===== src/rtl/cpu_pkg.sv =====
// Shared opcode, state and field-position definitions for the CPU control slice.
// Latency: none (definitions only).
// Backpressure: none (definitions only).
package cpu_pkg;

    // Opcode field is always the top three bits of the instruction word.
    localparam int OPW = 3;

    localparam logic [OPW-1:0] OP_MOV = 3'b000;
    localparam logic [OPW-1:0] OP_ADD = 3'b001;
    localparam logic [OPW-1:0] OP_SUB = 3'b010;
    localparam logic [OPW-1:0] OP_JMP = 3'b011;
    localparam logic [OPW-1:0] OP_JZ  = 3'b100;
    localparam logic [OPW-1:0] OP_NOP = 3'b101;
    localparam logic [OPW-1:0] OP_ILL = 3'b110;
    localparam logic [OPW-1:0] OP_HLT = 3'b111;

    // Control sequencer states.
    typedef enum logic [2:0] {
        ST_FETCH  = 3'd0,
        ST_DECODE = 3'd1,
        ST_EXEC   = 3'd2,
        ST_WB     = 3'd3,
        ST_HALT   = 3'd4
    } state_t;

    // Coarse grouping of opcodes by what EXEC has to do with them.
    typedef enum logic [2:0] {
        CLS_ALU     = 3'd0,
        CLS_JUMP    = 3'd1,
        CLS_NOP     = 3'd2,
        CLS_HALT    = 3'd3,
        CLS_ILLEGAL = 3'd4
    } op_class_t;

    // Lowest bit of the opcode field for a given instruction width.
    function automatic int op_lsb(input int iw);
        return iw - OPW;
    endfunction

    // Lowest bit of the src1/dest field; src2 sits below it at bit 0.
    function automatic int src1_lsb(input int raw);
        return raw;
    endfunction

    // The immediate spans both register fields.
    function automatic int imm_width(input int raw);
        return 2 * raw;
    endfunction

endpackage


===== src/rtl/cpu_instr_decode.sv =====
// Splits the instruction register into fields and classifies the opcode.
// Latency: purely combinational, zero cycles.
// Backpressure: none; consumer samples the fields whenever it needs them.
module cpu_instr_decode
    import cpu_pkg::*;
#(
    parameter int IW  = 8,
    parameter int RAW = 2
) (
    input  logic [IW-1:0]    ir,
    output logic [OPW-1:0]   opcode,
    output logic [RAW-1:0]   src1,
    output logic [RAW-1:0]   dest,
    output logic [RAW-1:0]   src2,
    output logic [2*RAW-1:0] imm,
    output logic             alu_src_imm,
    output op_class_t        op_class,
    output logic             upd_zero,
    output logic             cond_jump
);

    localparam int OP_LSB   = op_lsb(IW);
    localparam int S1_LSB   = src1_lsb(RAW);
    localparam int IMMW     = imm_width(RAW);

    // Field extraction; dest deliberately aliases src1 (two-address format).
    assign opcode = ir[IW-1:OP_LSB];
    assign src1   = ir[S1_LSB+RAW-1:S1_LSB];
    assign dest   = ir[S1_LSB+RAW-1:S1_LSB];
    assign src2   = ir[RAW-1:0];
    assign imm    = ir[IMMW-1:0];

    // Classify the opcode and flag which ops touch Z or depend on it.
    always_comb begin
        op_class    = CLS_NOP;
        alu_src_imm = 1'b0;
        upd_zero    = 1'b0;
        cond_jump   = 1'b0;
        case (opcode)
            OP_MOV: begin
                op_class    = CLS_ALU;
                alu_src_imm = 1'b1;
            end
            OP_ADD, OP_SUB: begin
                op_class = CLS_ALU;
                upd_zero = 1'b1;
            end
            OP_JMP: op_class = CLS_JUMP;
            OP_JZ: begin
                op_class  = CLS_JUMP;
                cond_jump = 1'b1;
            end
            OP_NOP: op_class = CLS_NOP;
            OP_ILL: op_class = CLS_ILLEGAL;
            OP_HLT: op_class = CLS_HALT;
            default: op_class = CLS_NOP;
        endcase
    end

    // Bits between the immediate and the opcode carry no meaning in this ISA.
    generate
        if (OP_LSB > IMMW) begin : g_pad
            logic unused_pad;
            assign unused_pad = ^ir[OP_LSB-1:IMMW];
        end
    endgenerate

endmodule


===== src/rtl/cpu_ctrl_fsm.sv =====
// Multi-cycle control sequencer: fetch/decode/execute/write-back, owns PC, IR, Z and illegal flag.
// Latency: ALU ops 4 cycles from the accepting fetch, jumps/NOP/illegal 3, HLT 3 cycles to halted.
// Backpressure: instr_ready only in FETCH; holds pc/IR while instr_valid is low; HALT waits for resume.
module cpu_ctrl_fsm
    import cpu_pkg::*;
#(
    parameter int IW  = 8,
    parameter int RAW = 2,
    parameter int PCW = 8
) (
    input  logic             clk,
    input  logic             rst,
    input  logic [IW-1:0]    instr,
    input  logic             instr_valid,
    output logic             instr_ready,
    output logic [PCW-1:0]   pc,
    input  logic             alu_zero,
    input  logic             resume,
    output logic [OPW-1:0]   opcode,
    output logic [RAW-1:0]   src1,
    output logic [RAW-1:0]   dest,
    output logic [RAW-1:0]   src2,
    output logic [2*RAW-1:0] imm,
    output logic             alu_src_imm,
    output logic             reg_write,
    output logic             halted,
    output logic             illegal,
    output logic             zero_flag
);

    // IW must be at least 3 + 2*RAW so the opcode and both register fields fit.

    state_t           state_q, state_d;
    logic [PCW-1:0]   pc_q, pc_d;
    logic [IW-1:0]    ir_q, ir_d;
    logic             z_q, z_d;
    logic             ill_q, ill_d;
    logic             rdy_q;

    logic             dec_src_imm;
    op_class_t        dec_class;
    logic             dec_upd_zero;
    logic             dec_cond_jump;
    logic             accept;

    cpu_instr_decode #(
        .IW  (IW),
        .RAW (RAW)
    ) u_decode (
        .ir          (ir_q),
        .opcode      (opcode),
        .src1        (src1),
        .dest        (dest),
        .src2        (src2),
        .imm         (imm),
        .alu_src_imm (dec_src_imm),
        .op_class    (dec_class),
        .upd_zero    (dec_upd_zero),
        .cond_jump   (dec_cond_jump)
    );

    // Handshake only counts once the registered ready is up, so nothing is taken while in reset.
    assign accept = (state_q == ST_FETCH) && rdy_q && instr_valid;

    // Next-state, PC, IR and flag updates.
    always_comb begin
        state_d = state_q;
        pc_d    = pc_q;
        ir_d    = ir_q;
        z_d     = z_q;
        ill_d   = ill_q;
        case (state_q)
            ST_FETCH: begin
                if (accept) begin
                    ir_d    = instr;
                    pc_d    = pc_q + PCW'(1);
                    state_d = ST_DECODE;
                end
            end
            ST_DECODE: state_d = ST_EXEC;
            ST_EXEC: begin
                case (dec_class)
                    CLS_ALU: begin
                        if (dec_upd_zero) begin
                            z_d = alu_zero;
                        end
                        state_d = ST_WB;
                    end
                    CLS_JUMP: begin
                        // Overwrites the pc+1 taken at this instruction's fetch.
                        if (!dec_cond_jump || z_q) begin
                            pc_d = PCW'(imm);
                        end
                        state_d = ST_FETCH;
                    end
                    CLS_ILLEGAL: begin
                        ill_d   = 1'b1;
                        state_d = ST_FETCH;
                    end
                    CLS_HALT: state_d = ST_HALT;
                    default:  state_d = ST_FETCH;
                endcase
            end
            ST_WB: state_d = ST_FETCH;
            ST_HALT: begin
                // Only sampled here, so a resume coincident with entry has no effect.
                if (resume) begin
                    state_d = ST_FETCH;
                end
            end
            default: state_d = ST_FETCH;
        endcase
    end

    // State, datapath registers and the registered fetch-ready.
    always_ff @(posedge clk) begin
        if (rst) begin
            state_q <= ST_FETCH;
            pc_q    <= '0;
            ir_q    <= '0;
            z_q     <= 1'b0;
            ill_q   <= 1'b0;
            rdy_q   <= 1'b0;
        end else begin
            state_q <= state_d;
            pc_q    <= pc_d;
            ir_q    <= ir_d;
            z_q     <= z_d;
            ill_q   <= ill_d;
            rdy_q   <= (state_d == ST_FETCH);
        end
    end

    // Moore outputs decoded from registered state only.
    always_comb begin
        instr_ready = rdy_q;
        pc          = pc_q;
        zero_flag   = z_q;
        illegal     = ill_q;
        reg_write   = (state_q == ST_WB);
        halted      = (state_q == ST_HALT);
        // IR resets to MOV's encoding, so the operand select is gated to the active window.
        alu_src_imm = dec_src_imm &&
                      ((state_q == ST_DECODE) || (state_q == ST_EXEC) || (state_q == ST_WB));
    end

endmodule


===== config.mk =====
export PLATFORM = sky130hd
export DESIGN_NAME = cpu_ctrl_fsm
export DESIGN_NICKNAME = d
export VERILOG_FILES = /design/src/rtl/cpu_pkg.sv /design/src/rtl/cpu_instr_decode.sv /design/src/rtl/cpu_ctrl_fsm.sv
export SDC_FILE = /design/constraint.sdc
export NUM_CORES = 1
export LEC_CHECK = 0
export CAP_MARGIN = 10
export CELL_PAD_IN_SITES_DETAIL_PLACEMENT = 1
export CELL_PAD_IN_SITES_GLOBAL_PLACEMENT = 2
export CORE_ASPECT_RATIO = 1.25
export CORE_UTILIZATION = 27
export CTS_CLUSTER_SIZE = 20
export DETAILED_ROUTE_END_ITERATION = 8
export PLACE_DENSITY = 0.81
export SETUP_SLACK_MARGIN = 0.05
export SYNTH_ARGS = -nofsm -noshare
export SYNTH_HDL_FRONTEND = slang
export SYNTH_SLANG_ARGS = --single-unit

===== constraint.sdc =====
create_clock -name clk -period 3.5 [get_ports clk]
set_input_delay 0.7 -clock clk [delete_from_list [all_inputs] [get_ports clk]]
set_output_delay 0.7 -clock clk [all_outputs]
set_load 0.01 [all_outputs]

# Word level (Yosys, flattened, before mapping)
# Index checks and enable logic that the tools add are counted.
# totals
input_bits	13
reg_bits	22
# op_classes
mux	12
reduce_logical	19
eq_ne	17
add_sub_neg	1
# ops
op	count
$mux 8	3
$eq 3x3->1 const B	6
$pmux 8 s2	1
$eq 3x2->1 const B	5
$pmux 3 s5	1
$logic_not 3->1	4
$pmux 3 s4	1
$eq 3x1->1 const B	3
$add 8x1->8 const B	1
$mux 3	2
$pmux 3 s2	1
$ne 2x2->1 const B	2
$reduce_and 2->1	2
$reduce_and 4->1	1
$reduce_or 2->1	2
$logic_and 1x1->1	3
$logic_or 1x1->1	3
$mux 1	3
$reduce_and 3->1	1
$reduce_or 3->1	1
$ne 2x1->1 const B	1
$reduce_bool 2->1	1
$logic_not 1->1	1

# Depth between registers and ports, before layout
# depth
depth_word	7
ltp_mapped	7

# Cells and area by module
# From an unflattened synthesis, not the netlist that was laid out.
# hier_totals
cells_unflattened	152
area_unflattened_um2	1251.2
# by_module_without_submodules
module	n_inst	seq_area_each_um2	cells_each	area_each_um2
cpu_ctrl_fsm	1	440.4	132	1097.3
cpu_instr_decode	1	0.0	20	153.9

# Worst setup path before layout
# No wires, ideal clock.
# synth_timing
kind	register -> output
startpoint	reg ir_q[7]
endpoint	out alu_src_imm
arrival_time_ns	1.309
path_slack_ns	1.491
path_stages_with_launch	4
required_ns	2.800
n_path_buf	1
cell_sequence	dfxtp_1 buf_4 or4_2 nor2_1
# synth_between
elab_chain_cells	3
# synth_rtl
item	line	rtl
start: declaration	cpu_ctrl_fsm.sv:35	logic [IW-1:0] ir_q, ir_d;
start signal: assignment	cpu_ctrl_fsm.sv:127	ir_q <= ir_d;
$logic_not 3->1	cpu_instr_decode.sv:39	case (opcode)
$mux 1	cpu_instr_decode.sv:39	
$logic_and 1x1->1	cpu_ctrl_fsm.sv:143	alu_src_imm = dec_src_imm &&
end: declaration	cpu_ctrl_fsm.sv:24	output logic alu_src_imm,
# No other way between the ends.

# Final worst setup path
# Ends and elaborated chain as after synthesis.

==> run metrics <==
status complete, no violations; WP data required 2800 ps; Inst Count DP 219; met1 global-route usage 17.9%; Core Rows 26; Die Area 4660 µm²; Worst VDD drop 0.172 mV; asr flop ratio synth 0%; total internal power 0.400 mW; post-DP HPWL 2390 µm; Synth Register Bits 21; Yosys cell types 50; clk slew on worst S/H paths 90 ps; multi-input logic area 612 µm²; cts hold-fix bufs 0; Clock Sinks 21; top post-synthesis cells by area dfxtp_1, nand2_1, buf_4; Ys Warns 0; DRC viols 0; number of synthesized flops with an enable pin 0; Logic pwr share 23.1%; clk_lat worst skew 260 ps; largest net degree at the start of global routing 13; RSZ-0062 raised after global routing false; # fillers 539; global-route wire length before repair 5450 µm; met3 usage 2.72%; GRT met2 Usage 25.9%; share of power burned in the clock network 28.8%; post-layout util 37.7%; CTS Buf Count 3; final worst slack 819 ps; CP Cell Sequence or4_2 > nor2_1 > clkdlybuf4s50_1; Tot Pwr 0.570 mW; initial antenna violation count 0; Die Wd 61.3 µm; Final nets 182; Post-Syn Nets 153; area leader, netlist dfxtp_1; Fin Setup TNS 0 ps; Setup Skew 8.79 ps; number of routed nets with antenna violations 0; dpl ws 1090 ps; CP Data Arrival Time 1980 ps; crit-path max FO 10; Resized cells post-CTS 0; Slew @ Worst Pin 730 ps; highest-delay cell along the critical path or4_2; Via Count 1077; number of H-tree levels 1; Hold Vio Cnt, Final 0; initial core utilization 28.5%; busiest grt layer met2; CP peak stage delay 680 ps; final WL 3210 µm; CP delay by family, top simple AND/OR/NAND/NOR gates; Clock Path Buffers 2; WL/cell 14.4 µm; leakage 0.543 nW; Slew Limit Fails 0; Worst Path Buf+Inv 1; placed cell area 1520 µm²; switch share 29.9%; # diodes 0; final period utilization 76.6%; Initial DRT Pass Iterations 3; vias in the first global route 1178; CP Launch Type register; R2R setup slack 1490 ps; IO Pins 40; syn avg cell area 8.53 µm²; min-delay worst type reg2reg; CTS root buffer clkbuf_8; minimum clock period 2680 ps; setup bufs post-CTS 0; Worst setup EP type output port; Area Overhead vs Synth 32.4%; # port buffers 38; Syn Std Cell Area 1190 µm²; Vias/cell 4.83; Final setup viols 0; Sw Pwr 0.170 mW; sequential fraction of the synthesis area 35.4%; grt total ovfl 0; Fmax achieved 373 MHz; fin area 1570 µm²; total of max-cap violations 0; Synth top area share 35.4%; power density over the cells 363 nW/µm²; Sequential Power Share 48.1%; Vert. Die Dim 76.1 µm; total core area 4160 µm²; Final GP Congestion 0.694; critical setup path kind reg2out; share of cells above drive strength 1 12.6%; relative slew slack 51.1%; Register Area 420 µm²; ys flop type dfxtp_1; CTS tree yes; Post-Layout Cell Count 223; Final Hold Slack 504 ps; Cells after Synth 139; Overall Global Routing Usage 15.1%; initial DRC count 26
==> cell families (layout without fill, tap and decap cells) <==
kind of cell | Yosys count | count (layout) | share of synthesized area, %
xor gates and xnor gates | 1 | 1 | 0.739
muxes | 1 | 1 | 0.844
and+or+nand+nor | 61 | 61 | 29.7
DFF | 21 | 21 | 35.4
adders and majority gates | 1 | 1 | 1.05
buffers and inverters | 23 | 51 | 13.0
AOI/OAI and AO/OA | 31 | 31 | 19.2
==> tightest hold or removal path, delay by kind of cell, from the launching register on <==
kind	cells	cell delay [ps]
compound gates	1	60
flops	1	340
simple gates	1	70
==> sequential cells by signal, indices dropped and copies added, names as in the netlist <==
register and flops:
zero_flag 1, illegal 1, pc 8, ir_q 7, state_q 3, instr_ready 1
==> routing by layer <==
metal | routed length (µm) | share of wire, %
met1 | 1400 | 44
met2 | 1620 | 50
met3 | 150 | 4.7
met4 | 44 | 1.4
met5 | 0 | 0
==> synthesized netlist by cell type (2+ instances only) <==
cell and instances:
buf_4 9, a221oi_1 2, a21oi_1 13, o21a_1 3, nor2_1 11, dfxtp_1 21
buf_6 2, nand3_1 2, inv_1 7, and3_1 4, nand2_1 22, a221oi_2 2
nand2_2 2, nor2b_1 2, nor3_1 2
==> placed cells by master (no fill, tap or decap), drive strengths merged, types with 2 or more instances in the layout <==
master,instances
nand3,2
or3b,2
nor3b,2
inv,7
a21oi,13
buf,2
clkbuf,3
nor3,3
and3,4
clkdlybuf4s50,38
o21a,3
dfxtp,21
nor2,12
nor2b,2
nand2,24
and3b,2
a221oi,4
==> final cells by class <==
type                    instances  area share [%]
multi-input cells              95            39.0
flip-flops and latches         21            26.8
repair buffers                 40            25.2
well taps                      56            4.46
clock buffers                   3            2.63
inverters                       7            1.67
clock inverters                 1           0.319
==> power groups by stage <==
| stage | Clock, mW | Sequential [mW] | Combinational (mW) |
|---|---|---|---|
| finish | 0.164 | 0.274 | 0.132 |
| global route | 0.179 | 0.278 | 0.144 |
| CTS | 0.171 | 0.274 | 0.134 |
| detailed placement | 0 | 0.280 | 0.133 |
| global placement | 0 | 0.278 | 0.130 |
| floorplan | 0 | 0.274 | 0.0900 |
==> final timing paths <==
path               from     endpoint  cells past startpoint
max reg2reg  state_q[1]        pc[3]                      4
min             ir_q[1]      ir_q[1]                      2
min reg2reg     ir_q[1]      ir_q[1]                      2
max             ir_q[7]  alu_src_imm                      3
(Power assumes the default switching activity.)
